===== config.mk =====
export PLATFORM = sky130hd
export DESIGN_NAME = popcnt_stream_ctrl
export DESIGN_NICKNAME = d
export VERILOG_FILES = /design/src/rtl/popcnt_pkg.sv /design/src/rtl/hamm32.sv /design/src/rtl/popcnt_stream_ctrl.sv
export SDC_FILE = /design/constraint.sdc
export NUM_CORES = 1
export LEC_CHECK = 0
export CORE_AREA = 4 4 90 71
export CTS_CLUSTER_DIAMETER = 40
export DETAILED_ROUTE_END_ITERATION = 10
export DIE_AREA = 0 0 94 75
export PLACE_DENSITY = 0.82
export SKIP_CTS_REPAIR_TIMING = 1
export SYNTH_ARGS = -nofsm -noshare
export SYNTH_HDL_FRONTEND = slang
export SYNTH_SLANG_ARGS = --single-unit

===== constraint.sdc =====
create_clock -name clk -period 11 [get_ports clk]
set_input_delay 2.75 -clock clk [delete_from_list [all_inputs] [get_ports clk]]
set_output_delay 2.75 -clock clk [all_outputs]
set_load 0.05 [all_outputs]

===== src/rtl/popcnt_pkg.sv =====
// Shared constants and FSM state encoding for the streaming popcount controller.
package popcnt_pkg;

    localparam int WORD_W = 32;
    localparam int HW_W   = 6;

    typedef enum logic [1:0] {
        S_IDLE = 2'd0,
        S_RUN  = 2'd1,
        S_DONE = 2'd2
    } state_t;

endpackage


===== src/rtl/hamm32.sv =====
// Combinational 32-bit population count unit; the result covers 0..32.
import popcnt_pkg::*;

module hamm32 (
    input  logic [WORD_W-1:0] word,
    output logic [HW_W-1:0]   count
);

    always_comb begin
        count = '0;
        for (int i = 0; i < WORD_W; i++) begin
            count = count + {{(HW_W-1){1'b0}}, word[i]};
        end
    end

endmodule


===== src/rtl/popcnt_stream_ctrl.sv =====
// Accumulates the popcount (or Hamming distance) of a multi-word job streamed over
// valid/ready, using one shared combinational hamm32 unit, and pulses done when complete.
import popcnt_pkg::*;

module popcnt_stream_ctrl #(
    parameter int LEN_W = 5
) (
    input  logic                 clk,
    input  logic                 rst_n,
    input  logic                 start,
    input  logic [LEN_W-1:0]     len,
    input  logic                 mode,
    input  logic                 abort,
    input  logic                 in_valid,
    output logic                 in_ready,
    input  logic [WORD_W-1:0]    a_in,
    input  logic [WORD_W-1:0]    b_in,
    output logic                 busy,
    output logic                 done,
    output logic [LEN_W+4:0]     result,
    output logic [LEN_W-1:0]     words_left
);

    localparam int CNT_W = LEN_W + 5;

    state_t            state, state_nxt;
    logic              mode_q;
    logic              xfer;
    logic [WORD_W-1:0] operand;
    logic [HW_W-1:0]   hw;

    assign operand = mode_q ? (a_in ^ b_in) : a_in;

    hamm32 u_hamm32 (
        .word  (operand),
        .count (hw)
    );

    assign xfer = in_valid && in_ready;

    always_comb begin
        // NOTE: every output of this block gets a default first so no path leaves it unassigned (no latch).
        state_nxt = state;
        in_ready  = 1'b0;
        busy      = 1'b0;
        done      = 1'b0;
        case (state)
            S_IDLE: begin
                if (start) state_nxt = (len != '0) ? S_RUN : S_DONE;
            end
            S_RUN: begin
                in_ready = 1'b1;
                busy     = 1'b1;
                if (abort)                                   state_nxt = S_IDLE;
                else if (xfer && words_left == LEN_W'(1))    state_nxt = S_DONE;
            end
            S_DONE: begin
                busy      = 1'b1;
                done      = 1'b1;
                state_nxt = S_IDLE;
            end
            default: state_nxt = S_IDLE;
        endcase
    end

    // Abort wins over a same-cycle transfer, so the accumulator only moves on a clean transfer.
    always_ff @(posedge clk) begin
        // NOTE: sequential state uses non-blocking assignments so all registers update together at the edge.
        if (!rst_n) begin
            state      <= S_IDLE;
            result     <= '0;
            words_left <= '0;
            mode_q     <= 1'b0;
        end else begin
            state <= state_nxt;
            case (state)
                S_IDLE: begin
                    if (start) begin
                        result     <= '0;
                        words_left <= len;
                        mode_q     <= mode;
                    end
                end
                S_RUN: begin
                    if (!abort && xfer) begin
                        result     <= result + {{(CNT_W-HW_W){1'b0}}, hw};
                        words_left <= words_left - LEN_W'(1);
                    end
                end
                default: ;
            endcase
        end
    end

endmodule


# Yosys cells after proc, flatten, opt, wreduce, memory -nomap -nowiden
# Cells that the tools add are included.
# word_totals
word_cells	70
inputBits	75
out_inout_bits	18
ff_bits	18
# op_classes
bitwise	1
muxes	15
reduce_logical	11
add_sub_neg	33
n_eq_ne	6
# op_table
operator	count
6-bit by 1-bit adder with 6-bit output	30
32-bit 2-to-1 mux	1
32-bit XOR	1
10-bit 2-to-1 mux	2
10-bit one-hot mux with 2 select lines	1
10-bit by 6-bit adder with 10-bit output	1
5-bit 2-to-1 mux	2
5-bit one-hot mux with 2 select lines	1
2-bit 2-to-1 mux	4
5-bit by 1-bit equality test with 1-bit output, second input constant	1
5-bit nonzero test	1
5-bit by 1-bit subtractor with 5-bit output, second input constant	1
2-bit != test, second input constant	2
2-bit one-hot mux with 2 select lines	1
2-bit AND reduction	2
1-bit logical AND	3
1-bit 2-to-1 mux	3
3-bit != test, second input constant	1
3-bit AND reduction	1
1-bit by 1-bit adder with 2-bit output	1
2-bit by 1-bit equality test with 1-bit output, second input constant	1
2-bit equality test, second input constant	1
2-bit logical NOT	1
2-bit nonzero test	1
2 further kinds	2

# Depth between registers and ports, before layout
# Gate-level depths: netlist of run 1.
# logic_depth
word_depth	36
ltp_mapped	25
depth_no_buf	23

# Hierarchy
# From an unflattened synthesis of run 1, not the netlist that was laid out.
# hier_totals
hier_cells	311
hier_area_um2	2526.2
# by_module_without_submodules
mod	cells_each	n_inst	seq_area_each_um2	area_per_inst_um2
popcnt_stream_ctrl	217	1	360.3	1680.4
hamm32	94	1	0.0	845.8

# Least setup slack after synthesis of run 1
# Ideal clock, no wire load.
# synth_path
path_type	in2reg
start	in b_in[0]
end	reg result[5]
path_slack_ns	2.269
path_stages	19
t_required_ns	10.921
setup_ns	0.079
arrival_time_ns	8.652
path_buffers	0
path_cell_list	nand2_1 xnor2_1 ha_1 fa_1 fa_1 fa_1 fa_1 inv_1 fa_1 fa_1 fa_1 fa_1 o21ai_0 a21oi_1 xnor2_1 ha_1 a21o_1 or4_1 o211ai_1
# synth_between
elab_chain_cells	36
# synth_rtl
element	line_no	text
start: declaration	popcnt_stream_ctrl.sv:17	input logic [WORD_W-1:0] b_in,
32-bit XOR	popcnt_stream_ctrl.sv:32	assign operand = mode_q ? (a_in ^ b_in) : a_in;
32-bit 2-to-1 mux	popcnt_stream_ctrl.sv:32	
1-bit by 1-bit adder with 2-bit output	hamm32.sv:12	count = count + {{(HW_W-1){1'b0}}, word[i]};
6-bit by 1-bit adder with 6-bit output (30 in series)	hamm32.sv:12	
10-bit by 6-bit adder with 10-bit output	popcnt_stream_ctrl.sv:86	result <= result + {{(CNT_W-HW_W){1'b0}}, hw};
10-bit 2-to-1 mux	popcnt_stream_ctrl.sv:85	if (!abort && xfer) begin
10-bit one-hot mux with 2 select lines	popcnt_stream_ctrl.sv:76	case (state)
end signal: assignment	popcnt_stream_ctrl.sv:86	
end: declaration	popcnt_stream_ctrl.sv:20	output logic [LEN_W+4:0] result,
# No other way between the ends. The select of a mux whose other input is x is not followed.
# A chain may end at the register's enable or synchronous reset.

# Final worst setup path of run 1
# Ends and elaborated chain as after synthesis.

==> results of run 1 <==
-- power groups by stage --
stage / clock network (uW) / logic [uW] / registers, uW
final: 47.2 / 1150 / 87.4
after global routing: 51.8 / 1310 / 89.4
after CTS: 49.4 / 1170 / 87.1
after detailed placement: 0 / 1160 / 88.1
after global placement: 0 / 1090 / 88.2
after floorplan: 0 / 900 / 117
-- cell families after synthesis --
kind of cell	synth area share
buf+inv	0.0730
mux	0.0255
fa+ha+maj	0.308
compound gates	0.144
simple gates	0.172
xor+xnor	0.128
flops	0.150
-- area by class of cell --
type | instances | area [um2] | area share
well taps | 78 | 97.6 | 0.0284
inverters | 37 | 139 | 0.0405
clock buffers | 3 | 41.3 | 0.0120
repair buffers | 93 | 928 | 0.271
flip-flops and latches | 18 | 360 | 0.105
multi-input cells | 224 | 1860 | 0.543
-- critical path, delay by kind of cell --
kind / cells / cell delay [ns]
fa+ha+maj: 10 / 4.64
simple gates: 2 / 0.57
compound gates: 4 / 0.56
buf+inv: 2 / 0.51
xor+xnor: 2 / 0.28
-- cells in the final DEF (no fill, tap or decap), types with 2 or more instances in the layout --
| cell type | count |
|---|---|
| a211oi_1 | 4 |
| a21boi_0 | 9 |
| a21o_1 | 2 |
| a21oi_1 | 10 |
| clkbuf_8 | 3 |
| clkdlybuf4s50_1 | 92 |
| dfxtp_1 | 18 |
| fa_1 | 25 |
| ha_1 | 19 |
| inv_1 | 37 |
| mux2i_1 | 5 |
| nand2_1 | 53 |
| nand2b_1 | 3 |
| nand3_1 | 7 |
| nor2_1 | 8 |
| nor2b_1 | 7 |
| nor3b_1 | 3 |
| o211ai_1 | 2 |
| o21a_1 | 5 |
| o21ai_0 | 7 |
| o311a_1 | 2 |
| or4_1 | 2 |
| xnor2_1 | 18 |
| xor2_1 | 17 |
-- per-layer routing --
metal / share of wire / track usage / vias to the layer above
met5: 0 / 0 / -
met4: 0.0066 / 0.0304 / 0
met3: 0.054 / 0.0350 / 6
met2: 0.49 / 0.273 / 50
met1: 0.45 / 0.250 / 1041
li1: - / - / 1111
-- Yosys cell counts (4+ instances only) --
cell | count | area (um2)
a211oi_1 | 4 | 30.0
a21boi_0 | 9 | 67.6
a21oi_1 | 10 | 50.1
clkbuf_1 | 7 | 26.3
dfxtp_1 | 18 | 360
fa_1 | 25 | 500
ha_1 | 19 | 238
inv_1 | 37 | 139
mux2i_1 | 5 | 50.1
nand2_1 | 53 | 199
nand3_1 | 7 | 35.0
nor2_1 | 8 | 30.0
nor2b_1 | 7 | 43.8
o21a_1 | 5 | 37.5
o21ai_0 | 7 | 35.0
xnor2_1 | 18 | 158
xor2_1 | 17 | 149
-- state kept, by name, indices dropped and copies added, names as in the netlist --
| register | cells |
|---|---|
| result | 10 |
| state | 2 |
| words_left | 5 |
| mode_q | 1 |
-- worst max path at each step --
stage / from / endpoint / slack [ns] / depth (start not counted)
4_1_cts: b_in[0] / result[5] / 1.87 / 20
6_report: b_in[0] / result[5] / 1.89 / 20
5_1_grt: b_in[0] / result[5] / 1.61 / 20
3_5_place_dp: b_in[0] / result[5] / 1.60 / 20
2_1_floorplan: b_in[0] / result[5] / 2.27 / 19
3_3_place_gp: b_in[0] / result[5] / 1.69 / 20
-- per-stage QoR --
stage                     utilization  instance area [um2]  setup WS (ns)  total power (uW)  hold WS (ns)
after floorplan                     -                 2400           2.27              1020         0.506
after global placement          0.607                 3390           1.69              1180         0.454
after detailed placement        0.607                 3390           1.60              1240         0.464
after CTS                       0.614                 3430           1.87              1310         0.475
after global routing            0.614                 3430           1.61              1450         0.495
final                           0.614                 3430           1.89              1290         0.471
==> metrics, run 1 <==
Seq/Total Area, Yosys=0.150; internal power=~640 uW; register-to-register setup slack=between 3 and 4 ns; non-filler instance count after layout=between 400 and 500; Period Utilization, post-route=0.828; outcome=finished clean; Reg2Reg Capture Point=result[5]; cell count of the worst hold path=2; worst-path fanout max=5; via count=~2.2k; Gate power share=0.896; maximum capacitance violations=0; static leakage power=0.00134 uW; starting utilization of the core area=0.430; sum of net half-perimeters after detailed placement=roughly 5.3 mm; cell row count=24; number of enable flip-flop cells after synthesis=0; startpoint of the most critical register-to-register path=mode_q; Sw Pwr=roughly 650 uW; post-route antenna net violation count=0; Max Freq=between 100 and 150 MHz; largest stage delay on the critical path=0.54 ns; average routed wire per standard cell=between 10 and 15 um; CTS tree=yes; relative contribution of the clock network to total power=0.037; vertical extent of the die=75 um; I/O pin cnt=93; global route total overflow=0; Hold Fails Final Rpt=0; Pwr Density=about 380 mW/mm2; required time of the critical path=around 11 ns; total global routing track utilization=0.173; first drt pass iteration count=4; Crit Path Class=in2reg; startpoint of the tightest hold check path=result[9]; warning count from the yosys run=0; netlist area before placement=about 0.0024 mm2; Most common cell on crit path=fa_1; area added between synthesis and finish=43.0%; min-delay worst type=reg2reg; clk slew on worst S/H paths=approximately 0.07 ns; # diodes=0; die outline width=94 um; Register-to-Register Path Depth=20; proportion of total power due to net switching=0.503; end of the worst hold path=result[9]; count of buffers from port buffering=92; vias in the first global route=around 2.1k; cells after synthesis=between 200 and 300; maximum root-to-sink buffer count=2; number of levels the H-tree was split into=1; Via density=4.87; share of flip-flops with an asynchronous set or reset after synthesis=0; critical-path cell with the highest stage delay=fa_1; # nets final=slightly below 500; critical-path cell list=clkdlybuf4s50_1 -> nand2_1 -> xnor2_1 -> ha_1 -> fa_1 -> fa_1 -> fa_1 -> fa_1 -> inv_1 -> fa_1 -> fa_1 -> fa_1 -> fa_1 -> o21ai_0 -> a21oi_1 -> xnor2_1 -> ha_1 -> a21o_1 -> or4_1 -> o211ai_1; Post-Synthesis Net Count=around 410; number of different library cells in the post-synthesis netlist=40; total negative slack=0 ns; final setup violating endpoints=0; residual DRC count=0; number of clock sinks seen by CTS=18; Max-slew headroom=0.395; wire length of the first global-routing pass=between 9 and 10 mm; clock insertion delay at the later pin of the skew report=roughly 0.26 ns; worst ir drop on vdd=0.409 mV; cell count after placement=450; dominant synthesized flop cell=dfxtp_1; flops & latches, synth=18; Iteration-0 DRC Markers=110; overall die area=0.00705 mm2; root buffer selected by CTS=clkbuf_8; number of inserted filler cells in the final layout=approximately 490; fraction of layout instances using a drive strength above 1=0.0213; core outline area=approximately 0.0056 mm2; crit path capture type=register; unrepaired setup endpoints after global routing=false; maximum number of pins on one net before global-route repair=27; element type at the critical path start=input pin; worst-margin pin slew=slightly above 0.9 ns; crit path DAT=9.29 ns; Num CTS Buffers=3; count of pins over their slew limit=0; final weighted congestion of routability-driven global placement=roughly 0.91; post-layout minimum cycle time=9.11 ns; relative contribution of sequential cells to total power=0.068; initial antenna violation count=0; Routed WL=about 6.1 mm; Clock Skew=0.00150 ns; Avg Inst Size Synth=about 8.3 um2
(Power assumes the default switching activity.)
==> run 2, diff against run 1 <==
--- a/config.mk
+++ b/config.mk
@@ -5,11 +5,11 @@
 export SDC_FILE = /design/constraint.sdc
 export NUM_CORES = 1
 export LEC_CHECK = 0
-export CORE_AREA = 4 4 90 71
+export CORE_AREA = 4 4 94 74
 export CTS_CLUSTER_DIAMETER = 40
 export DETAILED_ROUTE_END_ITERATION = 10
-export DIE_AREA = 0 0 94 75
-export PLACE_DENSITY = 0.82
+export DIE_AREA = 0 0 98 78
+export PLACE_DENSITY = 0.79
 export SKIP_CTS_REPAIR_TIMING = 1
 export SYNTH_ARGS = -nofsm -noshare
 export SYNTH_HDL_FRONTEND = slang
==> constraint.sdc (replaced) <==
create_clock -name clk -period 7.7 [get_ports clk]
set_input_delay 1.925 -clock clk [delete_from_list [all_inputs] [get_ports clk]]
set_output_delay 1.925 -clock clk [all_outputs]
set_load 0.05 [all_outputs]
==> run 2 against run 1 <==
  * Register-to-register slack worse by 3.2 ns
  * Critical path depth decreased by 2
  * First-iteration DRC count is 16% lower
  * Sequential cell count did not move
  * Die area up 8.4%
  * Critical endpoint is now result[4]
  * Largest cell class unchanged
  * Global-route usage fell by 1.4 points
==> metrics, run 2 (synthesis results as in run 1) <==
vias in the first global route=2,123 (was 2,121); register ranked first by flip-flop count=result (unchanged); global route total overflow=0 (unchanged); most common cell after layout, fill and taps aside=clkdlybuf4s50_1 (unchanged); Reg2Reg Capture Point=result[4] (was result[5]); number of levels the H-tree was split into=1 (unchanged); cell row count=25 (was 24); root buffer selected by CTS=clkbuf_8 (unchanged); via count=2,243 (was 2,208); Hold Fails Final Rpt=0 (unchanged); clock insertion delay at the later pin of the skew report=0.26 ns (about the same); count of pins over their slew limit=0 (unchanged); maximum number of pins on one net before global-route repair=27 (unchanged); GR Util met1=0.233 (was 0.250); total global routing track utilization=0.159 (was 0.173); Crit Path Class=in2reg (unchanged); vertical extent of the die=78 um (was 75 um); register-to-register setup slack=0.72 ns (was 3.92 ns); final setup violating endpoints=0 (unchanged); required time of the critical path=7.89 ns (was 11.18 ns); post-route antenna net violation count=0 (unchanged); worst-margin pin slew=0.901 ns (was 0.908 ns); element type at the critical path start=input pin (unchanged); core outline area=0.00610 mm2 (was 0.00559 mm2); leading registers by flop count=result: 10 flops, words_left: 5 flops, state: 2 flops (unchanged); number of clock sinks seen by CTS=18 (unchanged); crit path DAT=7.82 ns (was 9.29 ns); most used cells in the layout excluding fill and tap cells=64 x clkdlybuf4s50_1, 39 x nand2_1, 36 x inv_1, 26 x dlymetal6s2s_1, 22 x fa_1 (was 92 x clkdlybuf4s50_1, 53 x nand2_1, 37 x inv_1, 25 x fa_1, 19 x ha_1); starting utilization of the core area=0.393 (was 0.430); final weighted congestion of routability-driven global placement=0.794 (was 0.912); post-layout minimum cycle time=7.63 ns; # nets final=508 (was 496); end of the worst hold path=result[8] (was result[9]); startpoint of the most critical register-to-register path=mode_q (unchanged); initial antenna violation count=0 (unchanged); Max Freq=131 MHz; Period Utilization, post-route=0.991; first drt pass iteration count=4 (unchanged); min-delay worst type=reg2reg (unchanged); overall die area=0.00764 mm2 (was 0.00705 mm2); GRT met3 Usage=0.0395 (was 0.0350); worst-path fanout max=4 (was 5); outcome=finished clean (unchanged); maximum capacitance violations=0 (unchanged); die outline width=98 um (was 94 um); Clock Skew=0.0104 ns (was 0.00150 ns); area added between synthesis and finish=59.2% (was 43.0%); share of the core filled with cells in the final layout=0.626 (was 0.614); residual DRC count=0 (unchanged); Max-slew headroom=0.399 (was 0.395); clk slew on worst S/H paths=0.08 ns (was 0.07 ns); maximum root-to-sink buffer count=2 (unchanged); unrepaired setup endpoints after global routing=true (was false); Register-to-Register Path Depth=20 (unchanged); Num CTS Buffers=3 (unchanged); crit path capture type=register (unchanged); startpoint of the tightest hold check path=result[8] (was result[9]); cell count of the worst hold path=2 (unchanged); count of buffers from port buffering=92 (unchanged); wire length of the first global-routing pass=10.0 mm (was 9.71 mm); # diodes=0 (unchanged); flip-flop count of the largest register after layout=10 (unchanged); global routing's busiest layer=met2 (unchanged); area of all placed cells without fillers=0.00382 mm2 (was 0.00343 mm2); Iteration-0 DRC Markers=92 (was 110); Area after DPL=0.00348 mm2 (was 0.00339 mm2); I/O pin cnt=93 (unchanged); Via density=4.78 (was 4.87); global-route track usage on met2=0.240 (was 0.273); fraction of layout instances using a drive strength above 1=0.173 (was 0.0213); Routed WL=6.71 mm (was 6.09 mm); sum of net half-perimeters after detailed placement=5.19 mm (was 5.27 mm); average routed wire per standard cell=14.3 um (was 13.5 um); CTS tree=yes (unchanged)
[run 2: worst max path at each step]
stage | from | end | slack (ns) | depth (start not counted)
after detailed placement | b_in[0] | result[5] | -0.59 | 20
final | a_in[6] | result[4] | 0.07 | 18
after CTS | b_in[0] | result[5] | -0.32 | 20
after global placement | b_in[0] | result[5] | -0.53 | 20
after global routing | b_in[1] | result[9] | -0.12 | 21
after floorplan | b_in[0] | result[5] | 0.06 | 19
[run 2: metal layers]
layer,part of all wire,wire length [um],vias to the layer above
met5,0,0,-
met4,0.0092,62,0
met3,0.048,323,8
met2,0.50,3320,46
met1,0.45,3000,1062
li1,-,-,1127
[run 2: final cells by class]
cell class / count / area, um2
Sequential cell: 18 / 360
Multi-Input combinational cell: 224 / 2080
Tap cell: 81 / 101
Fill cell: 491 / 2280
Inverter: 37 / 139
Timing Repair Buffer: 105 / 1090
Clock buffer: 4 / 55.1
[run 2: critical path, stage by stage]
cell,delay (ns)
clkdlybuf4s50_1,0.50
xnor2_2,0.13
fa_1,0.47
fa_1,0.53
fa_2,0.59
fa_1,0.40
inv_1,0.09
fa_1,0.43
fa_1,0.50
fa_2,0.40
fa_2,0.42
buf_6,0.13
xnor2_2,0.12
ha_1,0.35
nor2b_2,0.19
o31ai_2,0.29
o2111ai_1,0.15
a21boi_0,0.21
[run 2: per-stage QoR]
| step | hold slack [ns] | setup WS (ns) | TNS [ns] | cells |
|---|---|---|---|---|
| global route | 0.500 | -0.122 | -0.623 | 469 |
| floorplan | 0.506 | 0.0647 | 0 | 288 |
| detailed placement | 0.467 | -0.588 | -3.91 | 464 |
| CTS | 0.480 | -0.318 | -1.83 | 468 |
| global placement | 0.455 | -0.527 | -3.40 | 464 |
| finish | 0.476 | 0.0659 | 0 | 469 |
Power of run 2 is left out: the tool's default activity adds up to more than one toggle a clock period on the data nets, which glitch-free logic cannot reach.
==> run 3, diff against run 2 <==
--- a/config.mk
+++ b/config.mk
@@ -5,11 +5,11 @@
 export SDC_FILE = /design/constraint.sdc
 export NUM_CORES = 1
 export LEC_CHECK = 0
-export CORE_AREA = 4 4 94 74
-export CTS_CLUSTER_DIAMETER = 40
+export CORE_AREA = 4 4 86 68
+export CTS_BUF_LIST = sky130_fd_sc_hd__clkbuf_2
 export DETAILED_ROUTE_END_ITERATION = 10
-export DIE_AREA = 0 0 98 78
-export PLACE_DENSITY = 0.79
+export DIE_AREA = 0 0 90 72
+export PLACE_DENSITY = 0.89
 export SKIP_CTS_REPAIR_TIMING = 1
 export SYNTH_ARGS = -nofsm -noshare
 export SYNTH_HDL_FRONTEND = slang
==> constraint.sdc (replaced) <==
create_clock -name clk -period 9.05 [get_ports clk]
set_input_delay 2.2625 -clock clk [delete_from_list [all_inputs] [get_ports clk]]
set_output_delay 2.2625 -clock clk [all_outputs]
set_load 0.05 [all_outputs]
==> run 3 against run 2 <==
  * Sequential cell count did not move
  * Non-clock buffer count is 12 lower
  * First-iteration DRC count grew 1.1%
==> metrics, run 3 (synthesis results as in run 1) <==
required time of the critical path=9.31 ns (was 7.89 ns); # nets final=496 (was 508); final weighted congestion of routability-driven global placement=0.907 (was 0.794); proportion of total power due to net switching=0.517; maximum capacitance violations=0 (unchanged); critical-path cell list=clkdlybuf4s50_1 -> nand2_1 -> xnor2_1 -> ha_1 -> fa_1 -> fa_1 -> fa_1 -> fa_1 -> inv_1 -> fa_1 -> fa_1 -> fa_1 -> fa_1 -> o21ai_0 -> a21oi_1 -> xnor2_1 -> ha_1 -> a21o_1 -> or4_1 -> o211ai_1 (was clkdlybuf4s50_1 -> xnor2_2 -> fa_1 -> fa_1 -> fa_2 -> fa_1 -> inv_1 -> fa_1 -> fa_1 -> fa_2 -> fa_2 -> buf_6 -> xnor2_2 -> ha_1 -> nor2b_2 -> o31ai_2 -> o2111ai_1 -> a21boi_0); residual DRC count=0 (unchanged); Iteration-0 DRC Markers=93 (was 92); Num CTS Buffers=3 (unchanged); critical path buffer and inverter count=2 (was 3); unrepaired setup endpoints after global routing=false (was true); vias in the first global route=2,229 (was 2,123); root buffer selected by CTS=clkbuf_2 (was clkbuf_8); internal power=between 700 and 800 uW; leading registers by flop count=result: 10 flops, words_left: 5 flops, state: 2 flops (unchanged); maximum root-to-sink buffer count=2 (unchanged); number of levels the H-tree was split into=1 (unchanged); Clock Skew=0.0109 ns (was 0.0104 ns); sum of net half-perimeters after detailed placement=5.22 mm (was 5.19 mm); static leakage power=approximately 0.0013 uW; register ranked first by flip-flop count=result (unchanged); clk slew on worst S/H paths=0.19 ns (was 0.08 ns); CTS tree=yes (unchanged); post-route antenna net violation count=0 (unchanged); flip-flop count of the largest register after layout=10 (unchanged); Crit Path Class=in2reg (unchanged); clock insertion delay at the later pin of the skew report=0.32 ns (was 0.26 ns); wire length of the first global-routing pass=10.2 mm (was 10.0 mm); overall die area=0.00648 mm2 (was 0.00764 mm2); Max Freq=around 120 MHz; Pwr Density=464 mW/mm2; core outline area=0.00509 mm2 (was 0.00610 mm2); crit path DAT=8.90 ns (was 7.82 ns); critical-path cell with the highest stage delay=fa_1 (was fa_2); total global routing track utilization=0.190 (was 0.159); largest stage delay on the critical path=0.56 ns (was 0.59 ns); cell row count=23 (was 25); worst-margin pin slew=0.925 ns (was 0.901 ns); final setup violating endpoints=0 (unchanged); maximum number of pins on one net before global-route repair=27 (unchanged); number of inserted filler cells in the final layout=420 (was 491); Hold WS=0.484 ns (was 0.476 ns); # diodes=0 (unchanged); footprint of the multi-input gates=0.00186 mm2 (was 0.00208 mm2); sequential standard cell area=360 um2 (unchanged); relative contribution of sequential cells to total power=0.068; Gate power share=0.909; I/O pin cnt=93 (unchanged); post-layout minimum cycle time=~8.6 ns; crit path capture type=register (unchanged); Routed WL=6.11 mm (was 6.71 mm); element type at the critical path start=input pin (unchanged); fraction of layout instances using a drive strength above 1=0.0213 (was 0.173); total negative slack=0 ns (unchanged); Sw Pwr=slightly above 800 uW; outcome=finished clean (unchanged); count of pins over their slew limit=0 (unchanged); area of all placed cells without fillers=0.00339 mm2 (was 0.00382 mm2); starting utilization of the core area=0.471 (was 0.393); count of buffers from port buffering=92 (unchanged); min-delay worst type=reg2reg (unchanged); post-placement worst setup slack=0.0457 ns (was -0.588 ns); worst-path fanout max=5 (was 4); Area after DPL=0.00337 mm2 (was 0.00348 mm2); area added between synthesis and finish=41.2% (was 59.2%); Via density=5.08 (was 4.78); die outline width=90 um (was 98 um); first drt pass iteration count=4 (unchanged); via count=2,225 (was 2,243); worst setup margin=0.416 ns (was 0.0659 ns); worst ir drop on vdd=approximately 0.40 mV; Period Utilization, post-route=0.954; global route total overflow=0 (unchanged); most common cell after layout, fill and taps aside=clkdlybuf4s50_1 (unchanged); vertical extent of the die=72 um (was 78 um); Most common cell on crit path=fa_1 (unchanged); initial antenna violation count=0 (unchanged); Hold Fails Final Rpt=0 (unchanged); kind of cell adding the most delay to the critical path=adder cells (unchanged); Max-slew headroom=0.383 (was 0.399); average routed wire per standard cell=14.0 um (was 14.3 um); number of clock sinks seen by CTS=18 (unchanged); relative contribution of the clock network to total power=0.023; most used cells in the layout excluding fill and tap cells=92 x clkdlybuf4s50_1, 53 x nand2_1, 37 x inv_1, 25 x fa_1, 19 x ha_1 (was 64 x clkdlybuf4s50_1, 39 x nand2_1, 36 x inv_1, 26 x dlymetal6s2s_1, 22 x fa_1)
-- run 3: changes by cell type in the layout (fill, tap and decap cells not counted), sizes merged --
cell,delta
clkinv,+1
dlymetal6s2s,-26
buf,-14
clkbuf,-1
clkdlybuf4s50,+28
-- run 3: through the flow --
stage | total power (uW) | utilization | instances
after global placement | 1430 | 0.662 | 434
after CTS | 1570 | 0.665 | 438
final | 1570 | 0.665 | 438
after floorplan | 1240 | - | 288
after global routing | 1760 | 0.665 | 438
after detailed placement | 1530 | 0.662 | 434
-- run 3: power by group through the flow --
stage	registers, uW	logic (uW)	clock network, uW
6_report	106	1430	36.7
5_1_grt	109	1610	42.4
4_1_cts	106	1430	37.2
3_5_place_dp	108	1420	0
3_3_place_gp	108	1330	0
2_1_floorplan	143	1090	0
-- run 3: cell type report --
type,count,area share
Clock buffer,3,0.00443
Tap cell,62,0.0229
Sequential cell,18,0.106
Clock inverter,1,0.00111
Timing Repair Buffer,93,0.274
Inverter,37,0.0410
Multi-Input combinational cell,224,0.550
-- run 3: path summary, 6_finish.rpt --
kind | from | endpoint | slack (ns) | depth (start not counted)
worst max-delay path | b_in[1] | result[5] | 0.42 | 20
worst min-delay path | result[9] | result[9] | 0.48 | 2
worst max register to register | mode_q | result[5] | 1.97 | 19
worst min register to register | result[9] | result[9] | 0.48 | 2
-- run 3: worst register-to-register path, cell delays in order (launching register included) --
cell and delay [ns]:
dfxtp_1 0.76, nand2_1 0.16, xnor2_1 0.16, ha_1 0.29, fa_1 0.51, fa_1 0.52
fa_1 0.53, fa_1 0.56, inv_1 0.06, fa_1 0.50, fa_1 0.52, fa_1 0.48
fa_1 0.42, o21ai_0 0.16, a21oi_1 0.10, xnor2_1 0.13, ha_1 0.34, a21o_1 0.20
or4_1 0.51, o211ai_1 0.11
-- run 3: layer usage --
metal	vias up	share of wire	global-route usage
li1	1111	-	-
met1	1047	0.46	0.264
met2	57	0.48	0.305
met3	10	0.042	0.0394
met4	0	0.018	0.0492
met5	-	0	0
==> RTL change 1 (config.mk and constraints of run 1) <==
The parameter `LEN_W` goes from 5 to 7.
--- a/src/rtl/popcnt_stream_ctrl.sv
+++ b/src/rtl/popcnt_stream_ctrl.sv
@@ -4,5 +4,5 @@
 
 module popcnt_stream_ctrl #(
-    parameter int LEN_W = 5
+    parameter int LEN_W = 7
 ) (
     input  logic                 clk,
Ports: changed (resized len, result and words_left); port bits go from 93 to 99. The function was not compared with the original's and may differ.
==> RTL change 1 against run 1 <==
- sequential cell count grew 4
- utilization grew 5.8 points
- combinational power is essentially flat
- sequential share of layout area grew 1.2 points
- via count grew 10%
- critical path depth grew 1
- total power grew 2.2%
- setup slack lost 0.30 ns
- area after synthesis grew 11%
- wire length grew 9.8%
- final area grew 9.5%
- critical path type unchanged
==> RTL change 1: results <==
group,metric,value,unit
clock_network,clk_path_buf_depth,2,
hold_path,worstHoldEndpoint,"mode_q",
routing,ant_nets,0,
sta,skew,0.00401,ns
pwr,leakagePower,1.47,nW
yosys,ys_seq_area_share,16.5,%
routing,routedWlPerCell,13.7,um
pwr,peakVddDrop,283,uV
sta,slew_headroom,49.4,%
placement,port_buffers,98,
grt,grt_max_degree,33,
placement,gp_congestion,0.878,
yosys,synth.area.mux_share,2.30,%
critical_path,crit_type,"input pin to flop",
routing,dr.pass1.iters,5,
grt,grt_pass1_vias,2393,
yosys,synthAdderAreaFrac,28.7,%
grt,grt_usage,18.8,%
critical_path,worstPathArrival,9.61,ns
yosys,syn_inst,317,
critical_path,crit_family,"adder cells",
layout,fin_nets,533,
yosys,netlist_top_cells_area,"fa_1, dfxtp_1, ha_1",
clock_network,insertion_delay,0.27,ns
hold_path,whs_path_depth,2,
routing,vias_per_cell,4.99,
pwr,p_switching,0.672,mW
grt,grt_pass1_wl,10700,um
critical_path,ff2ff_path_depth,21,
yosys,synth.distinct_cells,50,
yosys,synth_common_cells,"nand2_1, inv_1, fa_1",
pwr,pg_clk,0.0593,mW
yosys,ys_async_sr_fraction,0,%
placement,place_area,3700,sq um
critical_path,critical-path-max-stage-delay,0.54,ns
pwr,pg_seq,0.105,mW
sta,finalWorstSetupSlack,1.59,ns
critical_path,reg2reg_from,"mode_q",
critical_path,startpoint,"b_in[0]",
placement,place_inst,483,
sta,whs,0.470,ns
placement,dp_slack,1.27,ns
yosys,syn-num-nets,440,
routing,routed_wl,6690,um
yosys,synth_xor_area_share,12.5,%
critical_path,r2r_end,"result[7]",
layout,fill_cells,484,
critical_path,regToRegSetupSlack,3.82,ns
run_status,status,"finished, final reports clean",
critical_path,cp_max_fo,5,
layout,reg_top3,"result (12), words_left (7), state (2)",
placement,dpl.hpwl,5620,um
routing,drt_iter0_drc,101,
yosys,synth_compound_area_share,15.5,%
layout,layout-drive-gt1-share,2.93,%
clock_network,cts_made_buffers,3,
hold_path,worstHoldStart,"mode_q",
[RTL change 1: changes by cell type after synthesis, moves of 3 or more]
cell      delta
o21a_1       -4
nand2_1      -3
a211oi_1     +3
o21ai_0      +3
dfxtp_1      +4
o41ai_1      +3
inv_1        +3
nor2b_1      -3
a21oi_1      +8
a21boi_0     -7
[RTL change 1: layout make-up]
| type | count | area (sq um) | area share (%) |
|---|---|---|---|
| Multi-Input combinational cell | 243 | 2020 | 53.8 |
| Inverter | 41 | 154 | 4.10 |
| Sequential cell | 22 | 440 | 11.7 |
| Tap cell | 78 | 97.6 | 2.60 |
| Timing Repair Buffer | 99 | 988 | 26.3 |
| Clock buffer | 4 | 55.1 | 1.47 |
[RTL change 1: layer usage]
layer | vias up | wire length (um) | global-route usage, %
met5 | - | 0 | 0
met4 | 0 | 22 | 2.56
met3 | 2 | 373 | 4.00
met2 | 58 | 3320 | 32.3
met1 | 1139 | 2970 | 25.4
li1 | 1233 | - | -
==> RTL change 2 (flow settings as in run 1) <==
Without the edit above. Encoding of `state_t`: now one-hot (3 bits for 3 states).
--- a/src/rtl/popcnt_pkg.sv
+++ b/src/rtl/popcnt_pkg.sv
@@ -5,8 +5,8 @@
     localparam int HW_W   = 6;
 
-    typedef enum logic [1:0] {
-        S_IDLE = 2'd0,
-        S_RUN  = 2'd1,
-        S_DONE = 2'd2
+    typedef enum logic [2:0] {
+        S_IDLE = 3'b001,
+        S_RUN  = 3'b010,
+        S_DONE = 3'b100
     } state_t;
 
Behaviour: same outputs for any inputs over 4 cycles, from zero or initial values and one cycle with rst_n low; so few cycles prove little.
==> RTL change 2 against run 1 <==
- clock skew is 0.0023 ns higher
- setup slack worse by 0.093 ns
- sequential share of layout area is 0.50 points higher
- area after synthesis is 1.3% higher
- synthesized cell count is 0.69% higher
- worst hold slack better by 0.021 ns
- wire length is 2.8% higher
- final area is 0.77% higher
- total power is 12% lower
- sequential cell count is 1 higher
- critical endpoint is now result[8]
- largest power group unchanged
==> RTL change 2: results <==
group,metric,value,unit
critical_path,r2r_end,"result[8]",
placement,port_buffers,92,
routing,drt_iter0_drc,114,
layout,layout-drive-gt1-share,2.39,%
placement,dpl.hpwl,5360,um
critical_path,regToRegSetupSlack,4.13,ns
clock_network,cts_made_buffers,3,
grt,met2_usage,30.0,%
critical_path,worstPathArrival,9.39,ns
routing,dr_wl_met2,3170,um
sta,slew_headroom,56.3,%
layout,reg_top3,"result (10), words_left (5), state (3)",
critical_path,ff2ff_path_depth,21,
hold_path,hold_path_class,"flop to flop",
grt,use_met3,3.40,%
placement,place_inst,450,
grt,grt_use_met1,24.7,%
routing,wl_met3,279,um
pwr,leakagePower,1.36,nW
sta,whs,0.492,ns
grt,grt_usage,17.9,%
yosys,syn-num-nets,406,
yosys,ys_async_sr_fraction,0,%
routing,num_vias,2199,
yosys,ys_seq_area_share,15.6,%
layout,fin_nets,493,
sta,skew,0.00380,ns
routing,routed_wl,6270,um
clock_network,clk_pin_slew,0.07,ns
run_status,status,"finished, final reports clean",
yosys,synth_common_cells,"nand2_1, inv_1, fa_1",
yosys,netlist_top_cells_area,"fa_1, dfxtp_1, ha_1",
routing,wl_met1,2750,um
routing,routedWlPerCell,13.8,um
yosys,yosysWarnings,0,
placement,gp_congestion,0.853,
yosys,synth.distinct_cells,45,
placement,dp_slack,1.50,ns
clock_network,clk_path_buf_depth,2,
pwr,peakVddDrop,247,uV
yosys,syn_inst,290,
grt,grt_pass1_wl,10000,um
grt,grt_antenna_before_repair,0,
grt,grt_max_degree,26,
placement,place_area,3410,sq um
clock_network,htreeDepth,1,
layout,antenna_cells,0,
RTL change 2: power by group:
part	switching, mW	internal (mW)	total (mW)
logic	0.535	0.468	1.00
clock network	0.0243	0.0252	0.0495
registers	0.00406	0.0720	0.0761
total	0.563	0.565	1.13
RTL change 2: cell families after synthesis:
| family | count (synthesis) | synth area share (%) |
|---|---|---|
| XOR/XNOR | 34 | 12.2 |
| adder cells (fa/ha/maj) | 41 | 28.8 |
| flip-flops | 19 | 15.6 |
| buffers and inverters | 45 | 7.15 |
| AO/OA/AOI/OAI | 47 | 13.8 |
| multiplexers | 5 | 2.06 |
| AND/OR/NAND/NOR | 99 | 20.3 |
RTL change 2: worst max-delay path, stage by stage:
cell and delay, ns:
clkdlybuf4s50_1 0.46, nand2_1 0.06, xnor2_1 0.14, ha_1 0.31, fa_1 0.52, fa_1 0.53
fa_1 0.53, fa_1 0.55, inv_1 0.06, fa_1 0.50, fa_1 0.52, fa_1 0.47
fa_1 0.42, o21ai_0 0.17, a21oi_1 0.10, xnor2_1 0.13, ha_1 0.34, o21a_1 0.14
o31ai_1 0.12, a211oi_1 0.34, mux2i_1 0.23
RTL change 2: area by class of cell:
cell class / count / area, sq um
repair buffers: 93 / 928
clock inverters: 1 / 5.00
multi-input cells: 226 / 1880
inverters: 34 / 128
flip-flops and latches: 19 / 380
fillers: 502 / 2130
clock buffers: 3 / 41.3
well taps: 78 / 97.6
RTL change 2: how the worst max path moves through the flow:
stage,end,slack [ns],cells after the start
5_1_grt,result[8],1.46,21
4_1_cts,result[8],1.75,21
3_3_place_gp,result[5],1.67,20
2_1_floorplan,result[5],2.29,19
3_5_place_dp,result[5],1.50,19
6_report,result[8],1.80,21
